`src/rtl/store_merge_unit.sv`:
```
// Store-side byte-lane writer: performs sb/sh/sw against a word-only data RAM.
// Byte and halfword stores read-modify-write the containing word; aligned words write directly.
module store_merge_unit (
  input  logic        clk,
  input  logic        reset,
  input  logic        req_valid,
  output logic        req_ready,
  input  logic [31:0] req_addr,
  input  logic [31:0] req_data,
  input  logic [1:0]  req_size,
  output logic        done,
  output logic        err,
  output logic [31:0] mem_addr,
  output logic        mem_re,
  input  logic [31:0] mem_rdata,
  output logic        mem_we,
  output logic [31:0] mem_wdata,
  output logic [15:0] store_cnt
);

  typedef enum logic [2:0] {IDLE, READ, MERGE, WRITE, ERR} state_t;

  localparam logic [1:0] SZ_BYTE = 2'b00;
  localparam logic [1:0] SZ_HALF = 2'b01;
  localparam logic [1:0] SZ_WORD = 2'b10;

  state_t      r_state;
  state_t      w_next;
  logic [31:0] r_addr;
  logic [15:0] r_data;
  logic [1:0]  r_size;
  logic [31:0] r_wdata;
  logic [15:0] r_cnt;

  logic        w_accept;
  logic        w_bad;
  logic [31:0] w_merged;

  assign w_accept = req_valid & req_ready;

  // Misaligned halves/words and the reserved size never reach the RAM.
  always_comb begin
    w_bad = 1'b0;
    case (req_size)
      SZ_BYTE: w_bad = 1'b0;
      SZ_HALF: w_bad = req_addr[0];
      SZ_WORD: w_bad = (req_addr[1:0] != 2'b00);
      default: w_bad = 1'b1;
    endcase
  end

  always_ff @(posedge clk) begin
    if (reset) begin
      r_state <= IDLE;
    end else begin
      r_state <= w_next;
    end
  end

  always_comb begin
    w_next = r_state;
    case (r_state)
      IDLE: begin
        if (w_accept) begin
          if (w_bad) begin
            w_next = ERR;
          end else if (req_size == SZ_WORD) begin
            w_next = WRITE;
          end else begin
            w_next = READ;
          end
        end
      end
      READ:    w_next = MERGE;
      MERGE:   w_next = WRITE;
      WRITE:   w_next = IDLE;
      ERR:     w_next = IDLE;
      default: w_next = IDLE;
    endcase
  end

  // Only the low halfword of the store data is ever needed after acceptance;
  // word stores go straight into the write-data register.
  always_ff @(posedge clk) begin
    if (reset) begin
      r_addr  <= 32'h0;
      r_data  <= 16'h0;
      r_size  <= 2'b00;
      r_wdata <= 32'h0;
      r_cnt   <= 16'h0;
    end else begin
      if (w_accept) begin
        r_addr <= req_addr;
        r_data <= req_data[15:0];
        r_size <= req_size;
        if (req_size == SZ_WORD) begin
          r_wdata <= req_data;
        end
      end
      if (r_state == MERGE) begin
        r_wdata <= w_merged;
      end
      if (r_state == WRITE) begin
        r_cnt <= r_cnt + 16'd1;
      end
    end
  end

  always_comb begin
    w_merged = mem_rdata;
    if (r_size == SZ_HALF) begin
      if (r_addr[1]) begin
        w_merged[31:16] = r_data;
      end else begin
        w_merged[15:0] = r_data;
      end
    end else begin
      case (r_addr[1:0])
        2'b00:   w_merged[7:0]   = r_data[7:0];
        2'b01:   w_merged[15:8]  = r_data[7:0];
        2'b10:   w_merged[23:16] = r_data[7:0];
        default: w_merged[31:24] = r_data[7:0];
      endcase
    end
  end

  always_comb begin
    req_ready = (r_state == IDLE) & ~reset;
    mem_re    = (r_state == READ);
    mem_we    = (r_state == WRITE);
    done      = (r_state == WRITE);
    err       = (r_state == ERR);
    mem_addr  = {r_addr[31:2], 2'b00};
    mem_wdata = r_wdata;
    store_cnt = r_cnt;
  end

endmodule

```
`config.mk`:
```
export PLATFORM = sky130hd
export DESIGN_NAME = store_merge_unit
export DESIGN_NICKNAME = d
export VERILOG_FILES = /design/src/rtl/store_merge_unit.sv
export SDC_FILE = /design/constraint.sdc
export NUM_CORES = 1
export LEC_CHECK = 0
export CAP_MARGIN = 20
export CORE_ASPECT_RATIO = 0.75
export CORE_UTILIZATION = 35
export CTS_BUF_LIST = sky130_fd_sc_hd__clkbuf_4 sky130_fd_sc_hd__clkbuf_8
export CTS_CLUSTER_SIZE = 16
export DETAILED_ROUTE_END_ITERATION = 6
export HOLD_SLACK_MARGIN = 0.06
export PLACE_DENSITY = 0.69
export SLEW_MARGIN = 20
export SYNTH_ARGS = -nofsm -noshare
export SYNTH_HDL_FRONTEND = slang
export SYNTH_SLANG_ARGS = --single-unit
export TNS_END_PERCENT = 20
```
`constraint.sdc`:
```
create_clock -name clk -period 1.7 [get_ports clk]
set_clock_uncertainty 0.2 [all_clocks]
set_input_delay 0.17 -clock clk [delete_from_list [all_inputs] [get_ports clk]]
set_output_delay 0.17 -clock clk [all_outputs]
set_load 0.05 [all_outputs]
```
=== Yosys cells after proc, flatten, opt, wreduce, memory -nomap -nowiden ===
Cells that the tools add are included.

* Add/sub/neg operators: 1
* Bitwise gates (word level): 3
* Reductions and logical operators: 8
* Multiplexer cells: 15
* Eq/ne operators: 10

{| class="wikitable"
|+ Operator list
! kind !! count
|-
| $mux W32 || 4
|-
| $mux W16 || 2
|-
| $mux W8 || 4
|-
| $add A16 B1 Y16 const B || 1
|-
| $pmux W3 S3 || 1
|-
| $eq A2 B1 Y1 const B || 3
|-
| $eq A3 B2 Y1 const B || 2
|-
| $mux W3 || 2
|-
| $reduce_bool A2 Y1 || 3
|-
| $eq A2 B2 Y1 const B || 2
|-
| $logic_not A2 Y1 || 2
|-
| $eq A3 B1 Y1 const B || 1
|-
| $eq A3 B3 Y1 const B || 1
|-
| $logic_not A3 Y1 || 1
|-
| $pmux W1 S3 || 1
|-
| $reduce_or A3 Y1 || 1
|-
| $and A1 B1 Y1 || 2
|-
| $mux W2 || 1
|-
| $ne A2 B2 Y1 const B || 1
|-
| $reduce_and A2 Y1 || 1
|-
| $not A1 Y1 || 1
|}

* Output and inout bits: 85
* Input bits: 101
* Register bits after elaboration: 101
* Word-level logic and storage cells: 43

=== Depth between registers and ports, before layout ===
Gate-level depths: netlist of the first run.

* Depth in word-level cells: 5
* Mapped depth: 7

=== Least setup slack after synthesis of the first run ===
No wires, ideal clock.

* Kind: flip-flop to flip-flop
* From: register r_state[0]
* To: register r_wdata[14], in the netlist mem_wdata[14]
* Arrival: 2.035 ns
* Data required time: 1.366 ns
* Setup slack: -0.668 ns
* Stages on the path, launching flop included: 7
* Setup time: 0.134 ns
* Period minus slack after synthesis: 2.368 ns
* Cell sequence: dfxtp_1 > clkbuf_8 > nor4_4 > nand4b_2 > clkbuf_1 > mux2i_1 > o22ai_1

* Word-level cells in the longest chain between the ends: 5
* Elaborated cells between the ends (all ways): 8
* Classes of those cells: eq/ne: 1; mux: 1; bitwise: 2; reduce/logical: 4

{| class="wikitable"
|+ Ends and longest elaborated chain
! what !! line !! RTL
|-
| from (decl) || 27 || <nowiki>state_t r_state;</nowiki>
|-
| from (signal assigned) || 56 || <nowiki>r_state <= w_next;</nowiki>
|-
| $logic_not A3 Y1 || 128 || <nowiki>req_ready = (r_state == IDLE) & ~reset;</nowiki>
|-
| $and A1 B1 Y1 || 128 ||
|-
| via req_ready || 7 || <nowiki>output logic req_ready,</nowiki>
|-
| $and A1 B1 Y1 || 39 || <nowiki>assign w_accept = req_valid & req_ready;</nowiki>
|-
| $reduce_bool A2 Y1 (no source line) || -- ||
|-
| $reduce_and A2 Y1 (no source line) || -- ||
|-
| to (signal assigned) || 97 || <nowiki>r_wdata <= req_data;</nowiki>
|-
| to (signal assigned) || 101 || <nowiki>r_wdata <= w_merged;</nowiki>
|-
| to (decl) || 32 || <nowiki>logic [31:0] r_wdata;</nowiki>
|}

The timed path passes the listed nets, and every way through them passes these cells.
A chain may end at the register's enable or synchronous reset.

=== Worst setup path in the final report of the first run ===
* From: register r_state[1]
* To: register r_cnt[13], in the netlist store_cnt[13]

* Word-level cells in the longest chain between the ends: 1

{| class="wikitable"
|+ Ends and longest elaborated chain
! what !! line !! RTL
|-
| $eq A3 B2 Y1 || 103 || <nowiki>if (r_state == WRITE) begin</nowiki>
|-
| to (signal assigned) || 104 || <nowiki>r_cnt <= r_cnt + 16'd1;</nowiki>
|-
| to (decl) || 33 || <nowiki>logic [15:0] r_cnt;</nowiki>
|}

Every way passes these cells.

==> results.json, run 1 <==
{
  "core_area_um2": 13200,
  "synth_flop_cell": "dfxtp_1",
  "critical_path.cell_chain": "buf_4, nand3b_4, or4_4, or3_1, a21oi_1",
  "groute.usage.overall_pct": 19.9,
  "end_kind": "flip-flop",
  "reg2reg_path_depth": 5,
  "whs_path_depth": 3,
  "finalMaxSlewViolations": 0,
  "timing.hold.ws_ns": 0.129,
  "clockBufferDepth": 2,
  "final-hold-violation-count": 0,
  "report.final.setup_viol": 24,
  "run_status": "complete, but fails checks",
  "drt_drc_violations_left": 0,
  "timing.final.crit_period_ns": 1.83,
  "drt.antenna.violating_nets": 0,
  "fin_crit_sh_pct": 108,
  "globalplace.congestion": 0.832,
  "yosysWarnings": 0,
  "min-delay-path-class": "in -> reg",
  "worst_ep_required_time_ns": 1.81,
  "clock_tree_from_tritoncts": "yes",
  "synth-async-reset-ratio_pct": 0,
  "via_total_after_detailed_routing": 4584,
  "critPathSlowestCell": "or4_4",
  "worst-path-max-fanout": 5,
  "worst_path_largest_cell_delay_ns": 0.56,
  "critPathTopFamily": "simple AND/OR/NAND/NOR gates",
  "worst_hold_path.endpoint": "r_addr[25]$_SDFFE_PP0P_",
  "clk_latency_ns": 0.37,
  "layout-drive-gt1-share_pct": 28.0,
  "crit_arrival_ns": 1.94,
  "row_count": 36,
  "synth_edf_count": 0,
  "p_leak_nw": 3.24,
  "overall_overflow_remaining_after_global_route": 0,
  "initial_drc_count": 247,
  "drt-total-wl_mm": 14.7,
  "start_kind": "flip-flop",
  "post_synthesis_instance_area_um2": 4800,
  "cell_count_after_synthesis": 535,
  "syn2layout_area_growth_pct": 52.1,
  "grt_setup_unrepaired": "true",
  "clk_pin_slew_ns": 0.10,
  "route.detailed.vias_per_inst": 5.09,
  "syn_area_per_cell_um2": 8.97,
  "die_x_um": 137,
  "design.portCount": 186,
  "cts_num_sinks": 101,
  "initial_antenna_violation_count": 0,
  "ant_cells": 0,
  "worst_slack_at_placement_ns": -0.412,
  "grt_first_pass_wirelength_mm": 21.8,
  "cts_inserted_buffers": 9,
  "r2r-end": "store_cnt[13]$_SDFFE_PP0P_",
  "peakVddDrop_mv": 0.492,
  "cellPowerDensity_nw_per_um2": 824,
  "worstSetupPathType": "reg -> reg",
  "die_area_um2": 14200,
  "htree_num_levels": 3,
  "worst_hold_startpoint": "req_addr[25]",
  "fin_nets": 826,
  "io_buffer_count": 183,
  "reg_to_reg_slack_setup_ns": -0.13,
  "fin_total_pwr_mw": 6.01,
  "initial_utilization_pct": 36.3,
  "post_synth_num_cell_types": 45,
  "wl_per_cell_um": 16.3,
  "final_critical_path_setup_slack_ns": -0.130,
  "fillerInstances": 1181,
  "cp.buffers_inverters": 1,
  "seq_area_frac_synth_pct": 42.1,
  "drtPass1Iterations": 4,
  "ys_ff_latch": 101,
  "die_h_um": 103,
  "root_buffer_selected_by_cts": "clkbuf_8",
  "maxCapViolCount": 0,
  "post-dp-hpwl_mm": 10.5,
  "regToRegStartpoint": "r_state[1]$_SDFFE_PP0P_",
  "grt_max_degree": 46,
  "first_global_vias": 4404,
  "failed_checks": "setup timing",
  "timing.fmax_mhz": 546
}
## kinds of logic after synthesis
logic type	after synthesis	synth area share, %
XOR/XNOR	10	1.83
AND/OR/NAND/NOR	230	26.5
adder cells (fa/ha/maj)	1	0.261
buffers and inverters	76	9.52
AO/OA/AOI/OAI	68	9.65
other	1	0.0782
flip-flops	101	42.1
multiplexers	48	10.0
## sequential cells by signal (all words and copies together) (netlist names)
signal,cells
mem_wdata,32
r_addr,32
r_data,16
store_cnt,16
r_state,3
r_size,2
## worst reg2reg max path: stages (launching register included)
cell and delay [ns]:
dfxtp_2 0.35, buf_4 0.12, nand3b_4 0.08, or4_4 0.56, or3_1 0.33, a21oi_1 0.13
## cell usage after synthesis (3+ instances only)
library cell,instances,area [um^2]
clkbuf_8,3,41.3
nand3_1,6,30.0
nand2b_1,10,62.6
xor2_1,6,52.6
o211ai_1,8,60.1
xnor2_1,4,35.0
or3_1,3,18.8
nor2_1,12,45.0
inv_1,3,11.3
clkbuf_1,25,93.8
a21oi_1,10,50.1
mux2i_1,47,470
buf_4,35,263
o31ai_1,3,22.5
buf_2,8,40.0
nand4b_1,8,70.1
o21ai_0,3,15.0
dfxtp_1,101,2020
nand2_1,109,409
nand4_1,5,31.3
o22ai_1,27,169
o2bb2ai_1,14,123
nand3b_1,55,413
nor3_1,4,20.0
## power breakdown
group / switching [mW] / total, mW / internal [mW] / leakage, nW
clock network: 0.872 / 1.58 / 0.711 / 0.0969
registers: 0.122 / 2.66 / 2.54 / 0.830
logic: 0.993 / 1.77 / 0.777 / 2.31
total: 1.99 / 6.01 / 4.03 / 3.24
## through the flow
step	area, um^2	cells	TNS (ns)	util [%]
floorplan	4840	536	-34.01	-
global placement	6750	867	-10.31	51.1
finish	7300	900	-1.02	55.3
global route	7300	900	-4.66	55.3
CTS	7080	891	-2.13	53.6
detailed placement	6750	867	-11.69	51.1
## timing repair
action / in CTS / in global routing
setup buffers: 8 / 5
setup endpoints to repair: 88 / 94
cloned: 0 / 4
hold buffers: 0 / 0
pin swaps: 7 / 18
resized for setup: 21 / 25
## placed cells by master, fill, tap and decap left out, types with 4 or more instances in the layout
cell type        count
a21oi_1              6
a21oi_2              4
buf_12              14
buf_4              123
buf_6                7
clkbuf_8             9
clkdlybuf4s50_1     99
dfxtp_1             92
dfxtp_2              8
mux2i_1             46
nand2_1            104
nand2_2              4
nand2b_1             9
nand3_1              5
nand3b_1            55
nand4_1              5
nand4b_1             8
nor2_1              11
nor3_1               4
o211ai_1             8
o22ai_1             27
o2bb2ai_1           14
xnor2_1              4
xor2_1               6
## area by class of cell
class,instances,area [um^2],area share [%]
Multi-Input combinational cell,359,2430,33.3
Timing Repair Buffer,250,2400,32.9
Sequential cell,101,2040,27.9
Tap cell,171,214,2.93
Clock buffer,10,131,1.80
Clock inverter,6,71.3,0.977
Inverter,3,15.0,0.206
## worst max-delay path by stage
stage	start	end	slack [ns]	depth (start not counted)
final	r_state[1]$_SDFFE_PP0P_	store_cnt[13]$_SDFFE_PP0P_	-0.13	5
after global routing	r_state[1]$_SDFFE_PP0P_	req_ready	-0.18	5
after CTS	r_state[0]$_SDFFE_PP0P_	req_ready	-0.12	5
after detailed placement	req_size[0]	mem_wdata[25]$_SDFFE_PP0P_	-0.41	6
after global placement	req_size[0]	mem_wdata[24]$_SDFFE_PP0P_	-0.35	6
after floorplan	r_state[1]$_SDFFE_PP0P_	mem_wdata[14]$_SDFFE_PP0P_	-0.52	6
## metal layers
metal / wire, um / global-route usage, % / vias to the layer above
met4: 150 / 5.66 / 0
li1: - / - / 2213
met5: 0 / 0 / -
met2: 6720 / 31.6 / 159
met1: 6820 / 26.9 / 2201
met3: 1010 / 4.68 / 11
Note: power is estimated with default switching activity, not from simulation.
==> run 2: changes to the inputs <==
Settings changed: MAX_ROUTING_LAYER set to met4.
==> run 2 against run 1 <==
The run still ends with setup timing left. First-iteration DRC count up 19%. Routed wire length about the same. Clock-buffer cell count unchanged. Highest routed layer unchanged. Via count up 0.28%. Global-route usage up 0.59 points. Power about the same. Clock power about the same. Critical endpoint unchanged. Setup slack better by 0.00079 ns.
==> results.json, run 2 (same netlist as run 1, synthesis figures left out) <==
{
  "timing.final.crit_period_ns": 1.83,
  "root_buffer_selected_by_cts": "clkbuf_8",
  "htree_num_levels": 3,
  "fin_crit_sh_pct": 108,
  "switchingPower_mw": 1.99,
  "drt-total-wl_mm": 14.7,
  "ant_cells": 0,
  "cellPowerDensity_nw_per_um2": 825,
  "most-common-layout-cells": "buf_4 (123), nand2_1 (104), clkdlybuf4s50_1 (99), dfxtp_1 (92), nand3b_1 (55)",
  "critical_path.cell_chain": "buf_4, nand3b_4, or4_4, or3_1, a21oi_1",
  "clk_pin_slew_ns": 0.10,
  "maxCapViolCount": 0,
  "finalMaxSlewViolations": 0,
  "start_kind": "flip-flop",
  "wl_per_cell_um": 16.3,
  "via_total_after_detailed_routing": 4597,
  "io_buffer_count": 183,
  "syn2layout_area_growth_pct": 52.1,
  "worst_path_largest_cell_delay_ns": 0.56,
  "initial_utilization_pct": 36.3,
  "clk_latency_ns": 0.37,
  "worstSetupPathType": "reg -> reg",
  "grt_first_pass_wirelength_mm": 21.8,
  "overall_overflow_remaining_after_global_route": 0,
  "row_count": 36,
  "timing.fmax_mhz": 547,
  "setup_total_negative_slack_ns": -1.02,
  "globalplace.congestion": 0.845,
  "proportion_of_power_drawn_by_flip_flops_and_latches_pct": 44.2,
  "crit_arrival_ns": 1.93,
  "mostFrequentLayoutCell": "buf_4",
  "drtPass1Iterations": 4,
  "layout-drive-gt1-share_pct": 28.0,
  "whs_path_depth": 3,
  "clockBufferDepth": 2,
  "p_leak_nw": 3.24,
  "end_kind": "flip-flop",
  "die_h_um": 103,
  "route.detailed.vias_per_inst": 5.11,
  "cellInternalPower_mw": 4.03,
  "final-hold-violation-count": 0,
  "worst_ep_required_time_ns": 1.80,
  "post-dp-hpwl_mm": 10.5,
  "min-delay-path-class": "in -> reg",
  "drt.antenna.violating_nets": 0,
  "switching_share_pct": 33.1,
  "cts_num_sinks": 101,
  "fin_total_pwr_mw": 6.02,
  "peakVddDrop_mv": 0.492,
  "initial_drc_count": 293,
  "report.final.setup_viol": 24,
  "initial_antenna_violation_count": 0,
  "design.portCount": 186,
  "groute.usage.overall_pct": 20.5,
  "worst-path-max-fanout": 5,
  "first_global_vias": 4389,
  "critPathSlowestCell": "or4_4",
  "power_frac_comb_pct": 29.4,
  "core_area_um2": 13200,
  "failed_checks": "setup timing",
  "die_x_um": 137,
  "clock_power_share_pct": 26.4,
  "die_area_um2": 14200,
  "final_critical_path_setup_slack_ns": -0.129,
  "fin_nets": 826,
  "clock_tree_from_tritoncts": "yes",
  "grt_setup_unrepaired": "true",
  "drt_drc_violations_left": 0,
  "fillerInstances": 1179,
  "reg2reg_path_depth": 5,
  "cts_inserted_buffers": 9,
  "run_status": "complete, but fails checks",
  "grt_max_degree": 46
}
==> run 2: cell counts in the layout (fill, tap and decap cells not counted) <==
Identical to the previous run, type by type.
==> run 2: layout make-up <==
class	count	area, um^2	share of cell area (%)
clock buffers	10	131	1.80
clock inverters	6	71.3	0.977
well taps	171	214	2.93
flip-flops and latches	101	2040	27.9
repair buffers	250	2400	32.9
inverters	3	15.0	0.206
multi-input cells	359	2430	33.3
==> run 2: routing by layer <==
layer / up-vias / part of all wire, % / GRT usage, %
met4: 0 / 1.1 / 5.66
met1: 2182 / 45 / 27.0
met5: - / 0 / -
met3: 12 / 8.2 / 4.39
li1: 2218 / - / -
met2: 185 / 46 / 31.7
==> run 2: worst paths after layout <==
kind / from / end / slack (ns)
setup / recovery: r_state[1]$_SDFFE_PP0P_ / store_cnt[13]$_SDFFE_PP0P_ / -0.13
hold / removal: req_addr[25] / r_addr[25]$_SDFFE_PP0P_ / 0.13
setup reg to reg: r_state[1]$_SDFFE_PP0P_ / store_cnt[13]$_SDFFE_PP0P_ / -0.13
hold reg to reg: r_addr[10]$_SDFFE_PP0P_ / r_addr[10]$_SDFFE_PP0P_ / 0.28
==> run 2: worst max-delay path: cells and delay by family, from the launching register on <==
kind,cells,cell delay (ns)
flip-flops,1,0.35
AND/OR/NAND/NOR,3,0.97
AO/OA/AOI/OAI,1,0.13
buffers and inverters,1,0.12
==> run 2: power by group through the flow <==
| stage | Sequential (mW) | Combinational, mW | Clock [mW] |
|---|---|---|---|
| global placement | 2.71 | 1.65 | 0 |
| detailed placement | 2.71 | 1.68 | 0 |
| finish | 2.66 | 1.77 | 1.59 |
| global route | 2.68 | 1.87 | 1.72 |
| floorplan | 2.86 | 0.910 | 0 |
| CTS | 2.66 | 1.71 | 1.63 |
==> run 2: stage by stage <==
| step | instances | setup WS [ns] | hold slack, ns | utilization [%] | instance area [um^2] |
|---|---|---|---|---|---|
| global placement | 867 | -0.351 | 0.256 | 51.1 | 6750 |
| detailed placement | 867 | -0.412 | 0.262 | 51.1 | 6750 |
| global route | 900 | -0.179 | 0.105 | 55.3 | 7300 |
| finish | 900 | -0.129 | 0.132 | 55.3 | 7300 |
| CTS | 891 | -0.124 | 0.110 | 53.6 | 7080 |
| floorplan | 536 | -0.517 | 0.0689 | - | 4840 |
==> run 2: what timing repair did <==
| action | in CTS | in global routing |
|---|---|---|
| endpoints found under the setup margin | 88 | 94 |
| pin swaps | 7 | 18 |
| hold buffers | 0 | 0 |
| gates resized for setup | 21 | 25 |
| gates cloned | 0 | 4 |
| setup buffers | 8 | 5 |
